==> src/rtl/uart_tx_scheduler.sv <==
// Round-robin scheduler sharing one uart_tx between NUM_REQ byte producers.
// Optional: define UART_TX_SCHED_TAG_EN to precede each data frame with a {4'hA, grant_id} tag frame.
module uart_tx_scheduler #(
   parameter int unsigned NUM_REQ    = 4,
   parameter int unsigned GAP_CYCLES = 16
) (
   input  logic                 clk,
   input  logic                 rst_n,
   input  logic [NUM_REQ-1:0]   req,
   input  logic [8*NUM_REQ-1:0] req_data,
   output logic [NUM_REQ-1:0]   req_ack,
   output logic                 tx_start,
   output logic [7:0]           tx_byte,
   input  logic                 tx_done,
   input  logic                 tx_active,
   output logic                 busy,
   output logic [3:0]           grant_id
);

   localparam int unsigned PW = $clog2(NUM_REQ);
   localparam int unsigned CW = PW + 1;
   localparam int unsigned GW = (GAP_CYCLES > 1) ? $clog2(GAP_CYCLES) : 1;

`ifdef UART_TX_SCHED_TAG_EN
   typedef enum logic [2:0] {IDLE, START, WAIT_DONE, GAP, TAG_START, TAG_WAIT} state_e;
`else
   typedef enum logic [1:0] {IDLE, START, WAIT_DONE, GAP} state_e;
`endif

   state_e               state_q, state_d;
   logic [PW-1:0]        ptr_q, ptr_d;
   logic [GW-1:0]        gap_q, gap_d;
   logic [NUM_REQ-1:0]   req_ack_q, req_ack_d;
   logic                 tx_start_q, tx_start_d;
   logic [7:0]           tx_byte_q, tx_byte_d;
   logic [3:0]           grant_id_q, grant_id_d;
`ifdef UART_TX_SCHED_TAG_EN
   logic [7:0]           data_q, data_d;
`endif

   logic                 win_found;
   logic [PW-1:0]        win_idx;
   logic [PW-1:0]        win_next;
   logic [7:0]           win_byte;
   logic [CW-1:0]        cand;

   // Rotating search starting at the pointer; modulo done by a single conditional subtract.
   always_comb begin
      win_found = 1'b0;
      win_idx   = '0;
      cand      = '0;
      for (int unsigned k = 0; k < NUM_REQ; k++) begin
         cand = {1'b0, ptr_q} + CW'(k);
         if (cand >= CW'(NUM_REQ)) begin
            cand = cand - CW'(NUM_REQ);
         end
         if (!win_found && req[cand[PW-1:0]]) begin
            win_found = 1'b1;
            win_idx   = cand[PW-1:0];
         end
      end
   end

   always_comb begin
      win_byte = '0;
      for (int unsigned j = 0; j < NUM_REQ; j++) begin
         if (win_idx == PW'(j)) begin
            win_byte = req_data[8*j +: 8];
         end
      end
   end

   assign win_next = (win_idx == PW'(NUM_REQ - 1)) ? '0 : win_idx + PW'(1);

   always_comb begin
      state_d    = state_q;
      ptr_d      = ptr_q;
      gap_d      = gap_q;
      req_ack_d  = '0;
      tx_start_d = 1'b0;
      tx_byte_d  = tx_byte_q;
      grant_id_d = grant_id_q;
`ifdef UART_TX_SCHED_TAG_EN
      data_d     = data_q;
`endif
      unique case (state_q)
         IDLE: begin
            // tx_active gates the grant so a frame left running across a reset is never cut short.
            if (!tx_active && win_found) begin
               req_ack_d[win_idx] = 1'b1;
               tx_start_d         = 1'b1;
               grant_id_d         = 4'(win_idx);
               ptr_d              = win_next;
`ifdef UART_TX_SCHED_TAG_EN
               data_d             = win_byte;
               tx_byte_d          = {4'hA, 4'(win_idx)};
               state_d            = TAG_START;
`else
               tx_byte_d          = win_byte;
               state_d            = START;
`endif
            end
         end
`ifdef UART_TX_SCHED_TAG_EN
         TAG_START: state_d = TAG_WAIT;
         TAG_WAIT: begin
            if (tx_done) begin
               tx_byte_d  = data_q;
               tx_start_d = 1'b1;
               state_d    = START;
            end
         end
`endif
         START: state_d = WAIT_DONE;
         WAIT_DONE: begin
            if (tx_done) begin
               if (GAP_CYCLES == 0) begin
                  state_d = IDLE;
               end else begin
                  gap_d   = GW'(GAP_CYCLES - 1);
                  state_d = GAP;
               end
            end
         end
         GAP: begin
            if (gap_q == '0) begin
               state_d = IDLE;
            end else begin
               gap_d = gap_q - GW'(1);
            end
         end
         default: state_d = IDLE;
      endcase
   end

   always_ff @(posedge clk or negedge rst_n) begin
      if (!rst_n) begin
         state_q    <= IDLE;
         ptr_q      <= '0;
         gap_q      <= '0;
         req_ack_q  <= '0;
         tx_start_q <= 1'b0;
         tx_byte_q  <= '0;
         grant_id_q <= '0;
`ifdef UART_TX_SCHED_TAG_EN
         data_q     <= '0;
`endif
      end else begin
         state_q    <= state_d;
         ptr_q      <= ptr_d;
         gap_q      <= gap_d;
         req_ack_q  <= req_ack_d;
         tx_start_q <= tx_start_d;
         tx_byte_q  <= tx_byte_d;
         grant_id_q <= grant_id_d;
`ifdef UART_TX_SCHED_TAG_EN
         data_q     <= data_d;
`endif
      end
   end

   assign req_ack  = req_ack_q;
   assign tx_start = tx_start_q;
   assign tx_byte  = tx_byte_q;
   assign grant_id = grant_id_q;
   assign busy     = (state_q != IDLE);

endmodule

==> config.mk <==
export PLATFORM = sky130hd
export DESIGN_NAME = uart_tx_scheduler
export DESIGN_NICKNAME = d
export VERILOG_FILES = /design/src/rtl/uart_tx_scheduler.sv
export SDC_FILE = /design/constraint.sdc
export NUM_CORES = 1
export LEC_CHECK = 0
export ABC_CLOCK_PERIOD_IN_PS = 2600
export CORE_ASPECT_RATIO = 1.1
export CORE_UTILIZATION = 43
export CTS_CLUSTER_DIAMETER = 30
export DETAILED_ROUTE_END_ITERATION = 8
export GPL_TIMING_DRIVEN = 0
export HOLD_SLACK_MARGIN = 0.15
export PLACE_DENSITY = 0.8
export SLEW_MARGIN = 40
export SYNTH_ARGS = -nofsm -noshare
export SYNTH_HDL_FRONTEND = slang
export SYNTH_SLANG_ARGS = --single-unit
==> constraint.sdc <==
create_clock -name clk -period 2.6 [get_ports clk]
set_input_delay 0.52 -clock clk [delete_from_list [all_inputs] [get_ports clk]]
set_output_delay 0.52 -clock clk [all_outputs]
set_load 0.03 [all_outputs]
# After elaboration in Yosys (flattened, before gate mapping)

Index checks and enable logic that the tools add are counted.

Add/sub/neg operators: 9
$lt $le $gt $ge: 10
Equality and inequality tests: 10
Mux-type cells: 38
Reduce and logical (&&, ||, !) cells: 17

Operators by type and width:

| kind                  | count |
|---|---|
| $mux W8               | 4 |
| $mux W2               | 12 |
| $mux W4               | 4 |
| $lt A2 B3 Y1 const B  | 5 |
| $mux W1               | 11 |
| $ge A3 B3 Y1 const B  | 3 |
| $bmux W1 S2           | 4 |
| $eq A2 B2 Y1 const B  | 4 |
| $ne A2 B2 Y1 const B  | 4 |
| $pmux W2 S4           | 1 |
| $pmux W4 S2           | 1 |
| $sub A2 B1 Y2 const B | 4 |
| $add A2 B2 Y3 const B | 2 |
| $reduce_and A3 Y1     | 2 |
| $logic_and A1 B1 Y1   | 5 |
| $eq A2 B1 Y1 const B  | 2 |
| $logic_not A1 Y1      | 4 |
| $logic_not A2 Y1      | 2 |
| $logic_not A4 Y1      | 1 |
| $reduce_bool A2 Y1    | 2 |
| $sub A4 B1 Y4 const B | 1 |
| $add A2 B1 Y3 const B | 1 |
| $ge A2 B3 Y1 const B  | 1 |
| $add A2 B1 Y2 const B | 1 |
| other kinds (3)       | 3 |

Bits in registers: 23
Input bits: 40
Output and inout bits: 18
Logic and storage cells: 91

# Logic depth before layout (Yosys ltp)

Gate-level depths: netlist of the first run.

Word-level depth: 20
Depth in mapped cells: 11
Gate-level depth less buffers: 9

# Worst setup path before layout of the first run

No wires, ideal clock.

Path kind: input port to flip-flop
From: input port req[2]
To: register tx_byte_q[1] (netlist: tx_byte[1])
Arrival time: 1.982 ns
Data required time: 2.474 ns
Setup slack: 0.493 ns
Cell stages on the path: 11
Buffers on the path: 2
Path through: inv_1 > o22ai_1 > a211oi_2 > inv_1 > ha_1 > clkbuf_1 > buf_2 > a21oi_1 > o21ai_0 > a22oi_1 > a21oi_1

Cells in the longest elaborated chain, start to end: 17
Elaborated cells on any way between the ends: 32
Those cells by class: 3 x eq/ne; 20 x mux; 9 x reduce/logical

Ends and longest elaborated chain:

| what                          | RTL line | text |
|---|---|---|
| from (decl)                   | 9        | `input logic [NUM_REQ-1:0] req,` |
| $bmux W1 S2                   | 57       | `if (!win_found && req[cand[PW-1:0]]) begin` |
| $mux W1 (implied by the code) | 57       |  |
| $mux W1                       | 57       |  |
| $logic_not A1 Y1              | 57       |  |
| $logic_and A1 B1 Y1           | 57       |  |
| $mux W1                       | 57       |  |
| $logic_not A1 Y1              | 57       |  |
| $logic_and A1 B1 Y1           | 57       |  |
| $mux W1                       | 57       |  |
| $logic_not A1 Y1              | 57       |  |
| $logic_and A1 B1 Y1           | 57       |  |
| $mux W2 (*)                   | 57       |  |
| via win_idx[0]                | 42       | `logic [PW-1:0] win_idx;` |
| $logic_not A2 Y1              | 67       | `if (win_idx == PW'(j)) begin` |
| $mux W8 (3 in a row)          | 67       |  |
| $mux W8 (*)                   | 67       |  |
| to (signal assigned)          | 154      | `tx_byte_q <= tx_byte_d;` |
| to (decl)                     | 35       | `logic [7:0] tx_byte_q, tx_byte_d;` |

The timed path passes the listed nets; every way through them passes the cells marked *. The select of a mux whose other input is x is not followed.
A chain may end at the register's enable or synchronous reset.

# Worst setup path in the final report of the first run

From: input port req[3]
To: register tx_byte_q[1] (netlist: tx_byte[1])

The elaborated chain is that of the path after synthesis.

==> results by group, run 1 <==
Worst setup path
  • Most used cell, CP: a21oi_1
  • Crit path DAT: 2.65 ns
  • CP peak stage delay: around 0.55 ns
  • Reg-to-Reg End: tx_byte[1]
  • R2R Setup Slk: ~0.38 ns
  • Crit-path max FO: 10
  • Critical path required time: approximately 2.8 ns
  • FF-to-FF path depth: 9
  • CP Cell Sequence: clkdlybuf4s50_1 -> o22ai_1 -> a211oi_2 -> ha_1 -> clkbuf_1 -> clkbuf_2 -> a21oi_1 -> a22oi_1 -> a21oi_1
  • Critical Path Slowest Stage Cell: clkdlybuf4s50_1
  • CP Capture Type: flip-flop
  • CP Class: input pin to flip-flop
  • Reg2reg start: ptr_q[0]
  • Top delay family on crit path: buffers and inverters
  • Buf+Inv Stages, Crit Path: 3
  • Startpoint types: input pin

Detailed routing
  • Highest routed layer: met4
  • Routed Antenna Nets: 0
  • Metal2 WL: about 1800 um
  • DR iter-0 viols: 54
  • Wl on met1: approximately 1400 um
  • Routed Wire Length: ~3400 um
  • Routed wire per std cell: approximately 14 um
  • Vias after detailed routing: between 1000 and 1500
  • DR WL met3: 208 um
  • TritonRoute pass-1 iters: 6
  • Via/cell ratio: between 5 and 6
  • Drc violations: 6

Yosys
  • Top-area cell type share of the netlist area: 0.405
  • Number of distinct library cells after synthesis: 39
  • Synth warn: 0
  • Synth Area per Inst: a little over 9 um^2
  • Ys async rst share: 1.00
  • Yosys top cell by area: dfrtp_1
  • Main flop type after synthesis: dfrtp_1
  • Post-synth EDFFs: 0
  • Cells after Synth: between 150 and 200
  • Seq cells post-synth: 23
  • Synth area leaders: dfrtp_1 (41%), ha_1 (7.0%), inv_1 (4.8%), nor2_1 (4.8%), a211o_1 (4.3%)
  • Synthesized area: 1420 um^2
  • Seq/Total Area, Yosys: 0.405

Finish
  • Share of cells above drive strength 1: 0.135
  • Layout Area Growth over Synthesis: 46.2%
  • Core Util, Final: 0.669
  • Antenna cell count: 0
  • Final Cell Area: between 2000 and 2500 um^2
  • Layout net count: roughly 260

GRT
  • Congestion Overflow GR: 0
  • Pin count of the biggest net entering global routing: 24
  • Antenna violations before repair: 0
  • Vias in the first global route: roughly 1300
  • GR Util All Layers: 0.200
  • First-pass GRT wire length: between 5000 and 6000 um

Timing
  • Final Hold Fails: 0
  • Fin crit period: ~2.5 ns
  • Maximum clock rate: about 410 MHz
  • RSZ-0062 raised after global routing: false
  • Clock Skew: around 0.014 ns
  • Finish-stage setup viols: 0
  • Fin Setup TNS: 0 ns
  • Setup WS post-layout: around 0.14 ns
  • Max-slew violations: 0
  • Final clock period utilization by the worst path: 0.944

Die
  • Die area: about 3500 um^2
  • Initial Util: 0.458
  • Row count: 21
  • Core ar.: 3100 um^2
  • Die Span X: around 57 um
  • Die Y: between 60 and 70 um
  • IO Pins: 58

Clock tree
  • # clock sinks: 23
  • CTS Buf Count: 3
  • CTS H-tree lvls: 1
  • CTS tree: yes
  • Max clock buf depth: 2
  • Root Driver: clkbuf_4
  • Worst-Skew Late Latency: 0.31 ns
  • Clock transition at path regs: around 0.13 ns
  • Hold-fix buffers, CTS: 0

Power and ir drop
  • Worst VDD drop: roughly 0.56 mV
  • Combinational power share: 0.632
  • Pwr dens: approximately 1000 nW/um^2
  • Net switching fraction of the power: 0.439
  • Reg power frac: 0.289
  • Int Power: 1.17 mW
  • Psw: about 0.92 mW
  • Clock network fraction of design power: 0.078
  • Total power: 2.09 mW
  • Leakage power: ~0.94 nW

Status
  • Status: finished with violations
  • Failing checks: design-rule violations

Run
  • Max-cap violations: 0

Place
  • Placement Setup Slack: -0.403 ns
  • Post-DP HPWL: around 2700 um
  • Gp weighted congestion: roughly 0.79
  • Port bufs: 55
  • Dpl cell area: 2010 um^2

Worst hold path
  • Worst min-delay path category: input pin to asynchronous set/reset pin
==> how the worst max path moves through the flow <==
stage,slack [ns],to,cells past startpoint,startpoint
after floorplan,0.49,tx_byte[1],11,req[2]
after global placement,-0.34,tx_byte[1],10,req[1]
after detailed placement,-0.40,tx_byte[1],10,req[1]
after CTS,0.01,tx_byte[1],12,req[1]
after global routing,0.008,tx_byte[1],9,req[3]
final,0.14,tx_byte[1],9,req[3]
==> synthesized netlist by cell type (2+ instances only) <==
library cell and count:
buf_4 2, mux2_2 2, a31oi_1 9, ha_1 8, clkbuf_1 4, o21ai_1 2, nand3_1 2, a21oi_1 10
a221oi_1 7, nand2b_1 3, buf_2 3, nor2_1 18, a22oi_1 2, a211o_1 7, dfrtp_1 23, inv_1 18
nor2b_1 2, nand2_1 8, and2_1 4
==> cell type report <==
cell class	count	area, um^2
plain buffers	9	57.6
flip-flops and latches	23	576
multi-input cells	104	742
repair buffers	57	563
fillers	266	1020
inverters	18	67.6
well taps	34	42.5
clock buffers	3	22.5
clock inverters	1	5.00
==> worst register-to-register path, stage by stage (launching register included) <==
cell and delay [ns]:
dfrtp_1 0.42, nand2b_1 0.16, a21oi_1 0.09, a211oi_2 0.32
ha_1 0.22, clkbuf_1 0.29, clkbuf_2 0.29, a21oi_1 0.06
a22oi_1 0.16, a21oi_1 0.09
==> cells in the final DEF, fill, tap and decap left out, types with 6 or more instances in the layout <==
master / netlist / layout
a211o_1: 7 / 7
nand2_1: 8 / 8
a31oi_1: 9 / 8
nor2_1: 18 / 18
a21oi_1: 10 / 10
ha_1: 8 / 7
a221oi_1: 7 / 6
clkdlybuf4s50_1: 0 / 53
dfrtp_1: 23 / 23
inv_1: 18 / 18
==> flip-flops by register name (all words and copies together), names as in the netlist <==
| signal | flops |
|---|---|
| gap_q | 4 |
| grant_id | 2 |
| ptr_q | 2 |
| req_ack | 4 |
| state_q | 2 |
| tx_byte | 8 |
| tx_start | 1 |
==> metal layers <==
layer  global-route usage  up-vias
met3               0.0438        6
met5                    0        -
li1                     -      660
met2                0.371       51
met4               0.0518        0
met1                0.228      610
==> what timing repair did <==
action	4_1_cts	5_1_grt
endpoints found under the setup margin	3	8
resized for setup	1	9
setup buffers	0	2
pin swaps	1	2
==> power groups by stage <==
stage,Combinational (mW),Sequential [mW],Clock (mW)
final,1.32,0.605,0.164
after global routing,1.43,0.628,0.180
after CTS,1.28,0.607,0.168
after detailed placement,1.27,0.614,0
after global placement,1.23,0.604,0
after floorplan,0.680,0.774,0
==> per-stage QoR <==
step | hold WS (ns) | cells
floorplan | 0.224 | 155
global placement | 0.471 | 244
CTS | 0.168 | 248
finish | 0.146 | 249
detailed placement | 0.481 | 244
global route | 0.195 | 249
==> logic make-up (layout without fill, tap and decap cells) <==
logic type / count (synthesis) / after routing / synth area share
compound gates: 45 / 45 / 0.227
simple gates: 45 / 45 / 0.173
buf+inv: 28 / 88 / 0.0872
flops: 23 / 23 / 0.405
fa+ha+maj: 8 / 8 / 0.0705
mux: 4 / 4 / 0.0344
other cells: 1 / 2 / 0.00264
Note: power is estimated with default switching activity, not from simulation.
==> inputs of run 2 (changes only) <==
- CORE_MARGIN: default -> 2
==> results by group, run 2 (synthesis results as in run 1) <==
Power and ir drop
  • Reg power frac: 0.290 (was 0.289)
  • Psw: 0.926 mW (was 0.919 mW)
  • Worst VDD drop: 0.623 mV (was 0.561 mV)
  • Int Power: 1.16 mW (was 1.17 mW)
  • Clock network fraction of design power: 0.082 (was 0.078)
  • Total power: 2.09 mW (about the same)
  • Net switching fraction of the power: 0.443 (was 0.439)
  • Leakage power: 0.927 nW (was 0.939 nW)
  • Pwr dens: 1010 nW/um^2 (about the same)
  • Combinational power share: 0.628 (was 0.632)

Worst setup path
  • Critical path required time: 2.81 ns (was 2.79 ns)
  • CP Capture Type: flip-flop (unchanged)
  • R2R Setup Slk: 0.35 ns (was 0.38 ns)
  • Crit path DAT: 2.72 ns (was 2.65 ns)
  • CP Class: input pin to flip-flop (unchanged)
  • Crit-path max FO: 7 (was 10)
  • Startpoint types: input pin (unchanged)

Finish
  • Core Util, Final: 0.666 (was 0.669)
  • Number of flip-flops in the largest register: 8 (unchanged)
  • Share of cells above drive strength 1: 0.131 (was 0.135)
  • Most frequent cells in the layout: clkdlybuf4s50_1 (54), dfrtp_1 (23), inv_1 (18), nor2_1 (18), a21oi_1 (10) (was clkdlybuf4s50_1 (53), dfrtp_1 (23), inv_1 (18), nor2_1 (18), a21oi_1 (10))
  • Final Cell Area: 2060 um^2 (was 2080 um^2)
  • Fill cells: 256 (was 266)
  • Commonest non-fill, non-tap cell in the layout: clkdlybuf4s50_1 (unchanged)
  • Antenna cell count: 0 (unchanged)
  • Layout net count: 263 (was 264)
  • Post-Layout Cell Count: 248 (was 249)
  • Multi-input gate area: 741 um^2 (was 742 um^2)
  • Layout Area Growth over Synthesis: 45.4% (was 46.2%)
  • Register area: 576 um^2 (unchanged)

Status
  • Failing checks: design-rule violations (unchanged)
  • Status: finished with violations (unchanged)

Place
  • Port bufs: 55 (unchanged)
  • Gp weighted congestion: 0.845 (was 0.790)
  • Dpl cell area: 2010 um^2 (unchanged)
  • Post-Place Cells: 244 (unchanged)
  • Post-DP HPWL: 2890 um (was 2670 um)
  • Placement Setup Slack: -0.393 ns (was -0.403 ns)

Timing
  • Hold WS: 0.139 ns (was 0.146 ns)
  • Finish-stage setup viols: 0 (unchanged)
  • Worst-margin pin slew: about 0.5 ns
  • RSZ-0062 raised after global routing: true (was false)
  • Fin Setup TNS: 0 ns (unchanged)
  • Final clock period utilization by the worst path: 0.964 (was 0.944)
  • Fin crit period: 2.51 ns (was 2.46 ns)
  • Worst rel slew slack: 0.666
  • Max-slew violations: 0 (unchanged)
  • Clock Skew: 0.00525 ns (was 0.0144 ns)
  • Setup WS post-layout: 0.0936 ns (was 0.145 ns)
  • Final Hold Fails: 0 (unchanged)
  • Maximum clock rate: 399 MHz (was 407 MHz)

Run
  • Max-cap violations: 0 (unchanged)

Clock tree
  • Root Driver: clkbuf_4 (unchanged)
  • CTS H-tree lvls: 1 (unchanged)
  • Max clock buf depth: 2 (unchanged)
  • Worst-Skew Late Latency: 0.32 ns (was 0.31 ns)
  • Clock transition at path regs: 0.13 ns (about the same)
  • CTS Buf Count: 3 (unchanged)
  • # clock sinks: 23 (unchanged)
  • Hold-fix buffers, CTS: 0 (unchanged)
  • CTS tree: yes (unchanged)

Detailed routing
  • TritonRoute pass-1 iters: 6 (unchanged)
  • Routed wire per std cell: 14.7 um (was 13.8 um)
  • Routed Wire Length: 3650 um (was 3450 um)
  • DR iter-0 viols: 98 (was 54)
  • Via/cell ratio: 5.52 (was 5.33)
  • Drc violations: 3 (was 6)
  • Vias after detailed routing: 1370 (was 1327)
  • Routed Antenna Nets: 0 (unchanged)

Die
  • Die Span X: 58.8 um (was 56.8 um)
  • Initial Util: 0.458 (unchanged)
  • Row count: 21 (unchanged)
  • Die area: 3780 um^2 (was 3540 um^2)
  • Core ar.: 3100 um^2 (unchanged)
  • IO Pins: 58 (unchanged)
  • Die Y: 64.3 um (was 62.3 um)

GRT
  • Antenna violations before repair: 0 (unchanged)
  • Congestion Overflow GR: 0 (unchanged)
  • Pin count of the biggest net entering global routing: 24 (unchanged)
  • GR Util All Layers: 0.205 (was 0.200)
  • First-pass GRT wire length: 6050 um (was 5560 um)
  • Vias in the first global route: 1434 (was 1256)

Worst hold path
  • Worst min-delay path category: input pin to asynchronous set/reset pin (unchanged)
## run 2: power by group through the flow
stage                     sequential [mW]  combinational [mW]  clock (mW)
after floorplan                     0.774               0.680           0
after global placement              0.605                1.23           0
after detailed placement            0.609                1.28           0
after CTS                           0.604                1.28       0.175
after global routing                0.626                1.43       0.186
final                               0.605                1.31       0.171
## run 2: cell type report
| type | instances | area share |
|---|---|---|
| clock buffers | 3 | 0.0109 |
| well taps | 34 | 0.0206 |
| repair buffers | 56 | 0.268 |
| multi-input cells | 104 | 0.359 |
| clock inverters | 1 | 0.00242 |
| inverters | 18 | 0.0327 |
| plain buffers | 9 | 0.0279 |
| flip-flops and latches | 23 | 0.279 |
## run 2: final timing paths
path | from | endpoint | depth (start not counted)
setup / recovery | req[1] | tx_byte[2] | 11
hold / removal | rst_n | state_q[1] | 1
setup reg to reg | ptr_q[1] | tx_byte[2] | 9
hold reg to reg | grant_id[1] | grant_id[1] | 1
max in group asynchronous | rst_n | gap_q[3] | 1
min in group clk | grant_id[1] | grant_id[1] | 1
## run 2: layer usage
layer / global-route usage / up-vias / wire [um]
met3: 0.0405 / 8 / 270
met4: 0.0795 / 0 / 63
met2: 0.378 / 66 / 1930
met1: 0.222 / 641 / 1380
met5: 0 / - / 0
li1: - / 655 / -
## run 2: timing repair
action | in CTS | in global routing
setup buffers | 0 | 1
pin swaps | 1 | 1
setup endpoints to repair | 1 | 8
gates resized for setup | 0 | 9
## run 2: critical path, cell delays in order
cell and delay (ns):
clkdlybuf4s50_1 0.54, nand2b_1 0.13, a21oi_1 0.07, a211oi_2 0.19, buf_4 0.16, inv_1 0.07, ha_1 0.22, and2b_2 0.27
a221oi_1 0.30, a211o_1 0.16, a31oi_1 0.08
==> inputs of run 3 (changes only) <==
- SKIP_LAST_GASP: default -> 1
==> results by group, run 3 (synthesis results as in run 1) <==
Status
  • Status: finished with violations (unchanged)
  • Failing checks: design-rule violations (unchanged)

Detailed routing
  • Vias after detailed routing: 1362 (was 1370)
  • DR iter-0 viols: 83 (was 98)
  • Via/cell ratio: 5.49 (was 5.52)
  • Routed Wire Length: 3640 um (was 3650 um)
  • Routed wire per std cell: 14.7 um (about the same)
  • Routed Antenna Nets: 0 (unchanged)
  • Drc violations: 3 (unchanged)
  • TritonRoute pass-1 iters: 8 (was 6)

Worst setup path
  • CP Cell Sequence: clkdlybuf4s50_1 -> nand2b_1 -> a21oi_1 -> a211oi_2 -> buf_4 -> inv_1 -> ha_1 -> and2b_2 -> a221oi_1 -> a211o_1 -> a31oi_1 (unchanged)
  • Crit path DAT: 2.72 ns (about the same)
  • Buf+Inv Stages, Crit Path: 3 (unchanged)
  • Critical path required time: 2.81 ns (about the same)
  • CP peak stage delay: 0.55 ns (was 0.54 ns)
  • Reg-to-Reg End: tx_byte[6] (was tx_byte[2])
  • FF-to-FF path depth: 9 (unchanged)
  • R2R Setup Slk: 0.37 ns (was 0.35 ns)
  • Critical Path Slowest Stage Cell: clkdlybuf4s50_1 (unchanged)
  • Startpoint types: input pin (unchanged)
  • Reg2reg start: ptr_q[1] (unchanged)
  • Crit-path max FO: 7 (unchanged)
  • CP Class: input pin to flip-flop (unchanged)
  • CP Capture Type: flip-flop (unchanged)
  • Levels on crit path: 11 (unchanged)
  • Top delay family on crit path: compound AO/OA/AOI/OAI gates (unchanged)

GRT
  • Congestion Overflow GR: 0 (unchanged)
  • GR Util All Layers: 0.205 (unchanged)
  • Pin count of the biggest net entering global routing: 24 (unchanged)
  • First-pass GRT wire length: 6050 um (unchanged)
  • Antenna violations before repair: 0 (unchanged)
  • Vias in the first global route: 1434 (unchanged)
  • Most used routing layer in global routing: met2 (unchanged)
  • Met2 Use GR: 0.378 (unchanged)
  • Routing usage on met1: 0.222 (unchanged)
  • Met3 usage: 0.0405 (unchanged)

Timing
  • Final Hold Fails: 0 (unchanged)
  • Max-slew violations: 0 (unchanged)
  • RSZ-0062 raised after global routing: true (unchanged)
  • Clock Skew: 0.00587 ns (was 0.00525 ns)
  • Hold WS: 0.138 ns (was 0.139 ns)
  • Fin crit period: 2.51 ns (about the same)
  • Worst-margin pin slew: 0.501 ns (about the same)
  • Maximum clock rate: 399 MHz (about the same)
  • Final clock period utilization by the worst path: 0.965 (was 0.964)
  • Finish-stage setup viols: 0 (unchanged)
  • Worst rel slew slack: 0.666 (about the same)
  • Fin Setup TNS: 0 ns (unchanged)

Clock tree
  • Root Driver: clkbuf_4 (unchanged)
  • Max clock buf depth: 2 (unchanged)
  • Clock transition at path regs: 0.13 ns (about the same)
  • Hold-fix buffers, CTS: 0 (unchanged)
  • # clock sinks: 23 (unchanged)
  • Worst-Skew Late Latency: 0.32 ns (about the same)
  • CTS Buf Count: 3 (unchanged)
  • CTS tree: yes (unchanged)
  • CTS H-tree lvls: 1 (unchanged)

Die
  • IO Pins: 58 (unchanged)
  • Die Span X: 58.8 um (unchanged)
  • Die area: 3780 um^2 (unchanged)
  • Row count: 21 (unchanged)
  • Initial Util: 0.458 (unchanged)
  • Core ar.: 3100 um^2 (unchanged)
  • Die Y: 64.3 um (unchanged)

Power and ir drop
  • Worst VDD drop: 0.624 mV (was 0.623 mV)
  • Pwr dens: 1010 nW/um^2 (about the same)
  • Leakage power: 0.927 nW (about the same)

Finish
  • Most frequent cells in the layout: clkdlybuf4s50_1 (54), dfrtp_1 (23), inv_1 (18), nor2_1 (18), a21oi_1 (10) (unchanged)
  • Share of cells above drive strength 1: 0.121 (was 0.131)
  • Layout net count: 263 (unchanged)
  • Number of flip-flops in the largest register: 8 (unchanged)
  • Commonest non-fill, non-tap cell in the layout: clkdlybuf4s50_1 (unchanged)
  • Layout Area Growth over Synthesis: 44.8% (was 45.4%)
  • Antenna cell count: 0 (unchanged)

Place
  • Post-DP HPWL: 2890 um (unchanged)
  • Port bufs: 55 (unchanged)
  • Gp weighted congestion: 0.845 (unchanged)

Run
  • Max-cap violations: 0 (unchanged)

Worst hold path
  • Worst min-delay path category: input pin to asynchronous set/reset pin (unchanged)
## run 3: cell count changes in the layout (fill, tap and decap cells not counted)
cell,previous run,this run
a221oi_1,5,6
ha_2,1,0
a221oi_2,2,1
ha_1,7,8
## run 3: per-layer routing
layer  vias up  wire length, um  share of wire
met5         -                0              0
met4         0               46          0.013
met3         6              250          0.069
met2        55             1920           0.53
met1       645             1430           0.39
li1        656                -              -
## run 3: cell type report
cell class                 instances  area, um^2
clock inverter                     1        5.00
tap                               34        42.5
fill                             258        1040
timing repair buffer              56         553
multi-input combinational        104         732
inverter                          18        67.6
sequential                        23         576
clock buffer                       3        22.5
buffer                             9        57.6
## run 3: repair_timing
action,4_1_cts,5_1_grt
endpoints found under the setup margin,1,8
resized for setup,0,7
buffers inserted,0,1
pin swaps,1,1
## run 3: metrics by stage
stage	area, um^2	instances	util	setup WS, ns	power [mW]
floorplan	1420	155	-	0.493	1.45
global placement	2020	244	0.651	-0.316	1.83
detailed placement	2010	244	0.649	-0.393	1.89
CTS	2040	248	0.658	0.000178	2.06
global route	2060	248	0.663	-0.0620	2.23
finish	2060	248	0.663	0.0914	2.08
## run 3: report_power, final
group | switching, mW | internal [mW] | leakage (nW)
Clock | 0.114 | 0.0577 | 0.0177
Combinational | 0.704 | 0.599 | 0.640
Sequential | 0.103 | 0.502 | 0.269
Total | 0.922 | 1.16 | 0.927
## run 3: worst max path at each step
| stage | startpoint | endpoint |
|---|---|---|
| floorplan | req[2] | tx_byte[1] |
| global placement | req[1] | tx_byte[1] |
| detailed placement | req[1] | tx_byte[1] |
| CTS | req[1] | tx_byte[1] |
| global route | req[1] | tx_byte[1] |
| finish | req[1] | tx_byte[6] |
==> patch 1, RTL diff (settings of run 2) <==
The option `UART_TX_SCHED_TAG_EN` is turned on by a define.
--- a/src/rtl/uart_tx_scheduler.sv
+++ b/src/rtl/uart_tx_scheduler.sv
@@ -1,5 +1,7 @@
 // Round-robin scheduler sharing one uart_tx between NUM_REQ byte producers.
 // Optional: define UART_TX_SCHED_TAG_EN to precede each data frame with a {4'hA, grant_id} tag frame.
+`define UART_TX_SCHED_TAG_EN
+
 module uart_tx_scheduler #(
    parameter int unsigned NUM_REQ    = 4,
    parameter int unsigned GAP_CYCLES = 16
Behaviour: not the same (Yosys sat finds a counterexample within 4 cycles, from zero or initial values and one cycle with rst_n low).
==> patch 1 against run 2 <==
  * Worst setup slack improved by 0.038 ns
  * Critical endpoint is now data_q[1]
  * Highest routed layer unchanged
  * Sequential cell count is 9 higher
  * Clock skew fell by 0.00068 ns
  * Final cell count is 28% higher
  * Utilization down 1.8 points
  * Area after synthesis rose by 20%
  * Total power rose by 19%
  * Largest power group unchanged
  * Combinational power decreased by 9%
  * Final area grew 22%
  * Routed wire length increased by 10%
==> patch 1: results <==
metrics = {
    "route": {
        "vias": 1587,
        "drtPass1Iterations": 4,
        "initialDrtViolationCount": 40,
        "via_per_inst": 5.01,
    },
    "critical_path": {
        "cp.arrival_ns": 2.63,
        "reg2reg_to": "data_q[5]",
        "critPathMaxFanout": 10,
        "r2r_slack_ns": 0.41,
        "critical-path-top-delay-family": "buffers and inverters",
    },
    "clock_tree": {
        "clkLatencyLatePin_ns": 0.29,
        "cts_hold_buf": 1,
        "cts_max_level": 2,
        "cts_buffers": 5,
        "clk_pin_slew_ns": 0.07,
        "cts_root_buffer": "clkbuf_8",
    },
    "pwr": {
        "netSwitchingFraction_pct": 39.6,
        "switchingPower_uw": 988,
        "vdd_ir_drop_max_v": 0.000567,
        "comb-power_mw": 1.19,
    },
    "place": {
        "placed_cell_area_um2": 2350,
        "hpwl_um": 3040,
        "pre_cts_ws_ns": -0.681,
        "gp_congestion": 0.807,
        "post-place-cells": 309,
    },
    "global_route": {
        "grt_pass1_wl_um": 6890,
        "grt_max_degree": 20,
        "track_usage_pct": 19.5,
        "grt_pass1_vias": 1562,
    },
    "timing": {
        "relSlewSlack_pct": 65.4,
        "fin_skew_ns": 0.00457,
        "layout_min_cycle_time_ns": 2.47,
        "hold-worst-slack_ns": 0.469,
    },
    "run_status": {
        "outcome": "complete, no violations",
    },
    "synth": {
        "synth_area_leaders": "dfrtp_1, a21oi_1, nand2_1",
        "yosysSeqAreaShare_pct": 46.9,
        "synthDistinctLibCells": 35,
        "synthCells": 200,
    },
    "hold_path": {
        "hp-start": "data_q[7]",
    },
    "final_layout": {
        "drive_above_1_share_pct": 11.3,
    },
}
[patch 1: cell count changes after synthesis, sizes merged, moves of 3 or more]
cell | run 2 | this run
a22oi | 2 | 8
dfrtp | 23 | 32
o21ai | 3 | 12
a31oi | 9 | 0
nand2 | 9 | 29
inv | 18 | 14
ha | 8 | 5
a21oi | 10 | 32
or3 | 0 | 3
a221oi | 7 | 0
nor3 | 1 | 8
a211o | 7 | 0
mux2 | 4 | 1
[patch 1: cells by family (layout without fill, tap and decap cells)]
kind of cell             after synthesis  count (layout)  synth area share, %
XOR/XNOR                               2               2                 1.03
other                                  1               2                0.220
flip-flops                            32              32                 46.9
AO/OA/AOI/OAI                         60              60                 20.5
adder cells (fa/ha/maj)                5               5                 3.66
AND/OR/NAND/NOR                       70              70                 18.5
multiplexers                           2               2                 1.25
buffers and inverters                 28              92                 7.98
[patch 1: final cells by class]
class                           count  area, um2
Buffer                             12       83.8
Clock buffer                        5       68.8
Clock inverter                      3       42.5
Fill cell                         353       1370
Inverter                           14       52.6
Multi-Input combinational cell    141        805
Sequential cell                    32        801
Tap cell                           52       65.1
Timing Repair Buffer               58        591
[patch 1: how the worst max path moves through the flow]
| stage | from | to | slack [ns] |
|---|---|---|---|
| after global placement | req[0] | data_q[5] | -0.60 |
| after global routing | req[3] | data_q[5] | 0.00002 |
| final | req[0] | data_q[1] | 0.13 |
| after detailed placement | req[0] | data_q[5] | -0.68 |
| after floorplan | req[2] | data_q[5] | 0.29 |
| after CTS | req[0] | data_q[5] | 0.01 |
[patch 1: layer usage]
metal  up-vias  global-route usage, %  share of wire [%]
met5         -                      0                  0
met4         0                   7.80                1.9
met3         6                   5.48                6.6
met2        55                   33.9                 50
met1       723                   22.5                 41
li1        803                      -                  -
==> patch 2, RTL diff (settings of run 2) <==
Made on the original files. Make the reset (`rst_n`) synchronous in one clocked block.
--- a/src/rtl/uart_tx_scheduler.sv
+++ b/src/rtl/uart_tx_scheduler.sv
@@ -133,7 +133,7 @@
       endcase
    end
 
-   always_ff @(posedge clk or negedge rst_n) begin
+   always_ff @(posedge clk) begin
       if (!rst_n) begin
          state_q    <= IDLE;
          ptr_q      <= '0;
Formal check against the unedited RTL: differs if rst_n is asserted again (counterexample within 4 cycles, from zero or initial values and one cycle with rst_n low); with rst_n held inactive, the same outputs for 10 cycles.
==> patch 2 against run 2 <==
  * Final area rose by 1.7%
  * Synthesized cell count rose by 14%
  * Sequential power decreased by 14%
  * Critical path depth shrank 1
  * Register-to-register slack improved by 0.09 ns
  * Total power fell by 18%
  * Routed wire length shrank 6.5%
  * Area after synthesis is 1.8% higher
  * Utilization decreased by 2.5 points
  * Final cell count is 9.7% higher
  * Worst setup slack improved by 0.14 ns
  * Clock power increased by 3%
  * Count of clock-buffer cells in the layout is the same
  * Sequential cell count did not move
  * Highest routed layer unchanged
==> patch 2: results <==
metrics = {
    "pwr": {
        "vdd_ir_drop_max_v": 0.000498,
        "power.leakage_nw": 0.884,
    },
    "critical_path": {
        "cp.arrival_ns": 2.59,
        "r2r_start": "ptr_q[1]",
        "crit_path_start": "req[2]",
        "cp_slowest_cell": "clkdlybuf4s50_1",
        "critPathMaxFanout": 10,
        "setup.worst_path.end": "tx_byte[3]",
        "reg2reg_to": "tx_byte[7]",
        "r2r_slack_ns": 0.44,
        "reg2regPathDepth": 11,
        "end_kind": "flip-flop",
        "max_stage_delay_ns": 0.57,
    },
    "synth": {
        "synthDistinctLibCells": 40,
        "yosysWarnings": 0,
        "synthTopCellsByCount": "a21oi_1, dfxtp_1, inv_1",
        "ys.flop_type": "dfxtp_1",
        "yosysSeqAreaShare_pct": 31.9,
        "async_reset_ff_share_pct": 0,
        "synth_area_leaders": "dfxtp_1, a21oi_1, ha_1",
    },
    "hold_path": {
        "min_path_type": "reg2reg",
        "hp-start": "gap_q[0]",
    },
    "global_route": {
        "antenna_found_initial": 0,
        "grt_pass1_vias": 1220,
        "track_usage_pct": 18.5,
        "grt_max_degree": 18,
        "grt_pass1_wl_um": 5550,
    },
    "clock_tree": {
        "cts_root_buffer": "clkbuf_4",
        "cts_buffer_depth": 2,
        "clkLatencyLatePin_ns": 0.31,
        "cts_buffers": 3,
        "clk_pin_slew_ns": 0.14,
        "cts_max_level": 1,
    },
    "route": {
        "avgRoutedWirePerCell_um": 12.5,
        "initialDrtViolationCount": 26,
        "drtPass1Iterations": 4,
        "via_per_inst": 5.22,
    },
    "place": {
        "pre_cts_ws_ns": -0.378,
        "gp_congestion": 0.871,
        "hpwl_um": 2680,
        "port_buffers": 55,
    },
    "final_layout": {
        "final_nets": 286,
        "largest_reg_flops": 8,
        "antenna_cells": 0,
        "drive_above_1_share_pct": 15.3,
    },
    "run_status": {
        "outcome": "complete, no violations",
    },
    "timing": {
        "fin_skew_ns": 0.00101,
        "timing.final.ws_setup_ns": 0.231,
    },
}
-- patch 2: cell types whose count changed after synthesis, sizes merged, moves of 6 or more --
cell,change
a22oi,+6
a211o,-7
a221oi,-7
a31oi,-8
nand2,+6
o21ai,+17
nor2,-12
a21oi,+19
dfrtp,-23
dfxtp,+23
-- patch 2: kinds of logic after synthesis --
group | count (synthesis) | synth area share (%)
compound gates | 69 | 31.3
fa+ha+maj | 9 | 7.79
buf+inv | 32 | 10.7
flops | 23 | 31.9
mux | 5 | 3.55
other cells | 1 | 0.259
simple gates | 37 | 14.5
-- patch 2: timing repair --
| action | 4_1_cts | 5_1_grt |
|---|---|---|
| endpoints found under the setup margin | 4 | 8 |
| pin swaps | 0 | 1 |
| cloned | 0 | 0 |
| buffers inserted | 0 | 2 |
| resized for setup | 0 | 4 |
| endpoints found under the hold margin | 0 | 0 |
-- patch 2: routing by layer --
| metal | vias to the layer above | part of all wire [%] | track usage (%) | wire length [um] |
|---|---|---|---|---|
| li1 | 729 | - | - | - |
| met1 | 658 | 45 | 24.2 | 1530 |
| met5 | - | 0 | 0 | 0 |
| met4 | 0 | 1.1 | 5.40 | 37 |
| met2 | 28 | 51 | 31.0 | 1740 |
| met3 | 4 | 3.0 | 2.59 | 102 |
-- patch 2: how the worst min path moves through the flow --
stage / end / slack [ns] / cells after the start
3_5_place_dp: gap_q[0] / 0.46 / 1
2_1_floorplan: gap_q[0] / 0.43 / 1
6_report: gap_q[0] / 0.48 / 1
5_1_grt: grant_id[0] / 0.50 / 2
3_3_place_gp: gap_q[0] / 0.46 / 1
4_1_cts: gap_q[0] / 0.48 / 1
-- patch 2: power by group --
group / internal, mW / switching [mW]
clock network: 0.0587 / 0.117
logic: 0.451 / 0.570
registers: 0.455 / 0.0683
total: 0.965 / 0.756
-- patch 2: final cells by class --
class                   count  area, um2
inverters                  18       67.6
fillers                   299       1180
clock buffers               3       22.5
multi-input cells         122        846
flip-flops and latches     23        460
repair buffers             57        571
clock inverters             1       7.51
plain buffers              12       80.1
well taps                  36       45.0
-- patch 2: worst max-delay path, delay by kind of cell --
kind | cells | cell delay (ns)
buf+inv | 4 | 1.09
simple gates | 2 | 0.45
compound gates | 3 | 0.38
fa+ha+maj | 1 | 0.14
-- patch 2: through the flow --
| step | hold WS (ns) | power, mW | instance area [um2] | std cells |
|---|---|---|---|---|
| after floorplan | 0.433 | 1.23 | 1450 | 177 |
| after global placement | 0.457 | 1.53 | 2040 | 268 |
| after detailed placement | 0.459 | 1.55 | 2040 | 268 |
| after CTS | 0.481 | 1.72 | 2070 | 271 |
| after global routing | 0.504 | 1.87 | 2100 | 272 |
| final | 0.478 | 1.72 | 2100 | 272 |
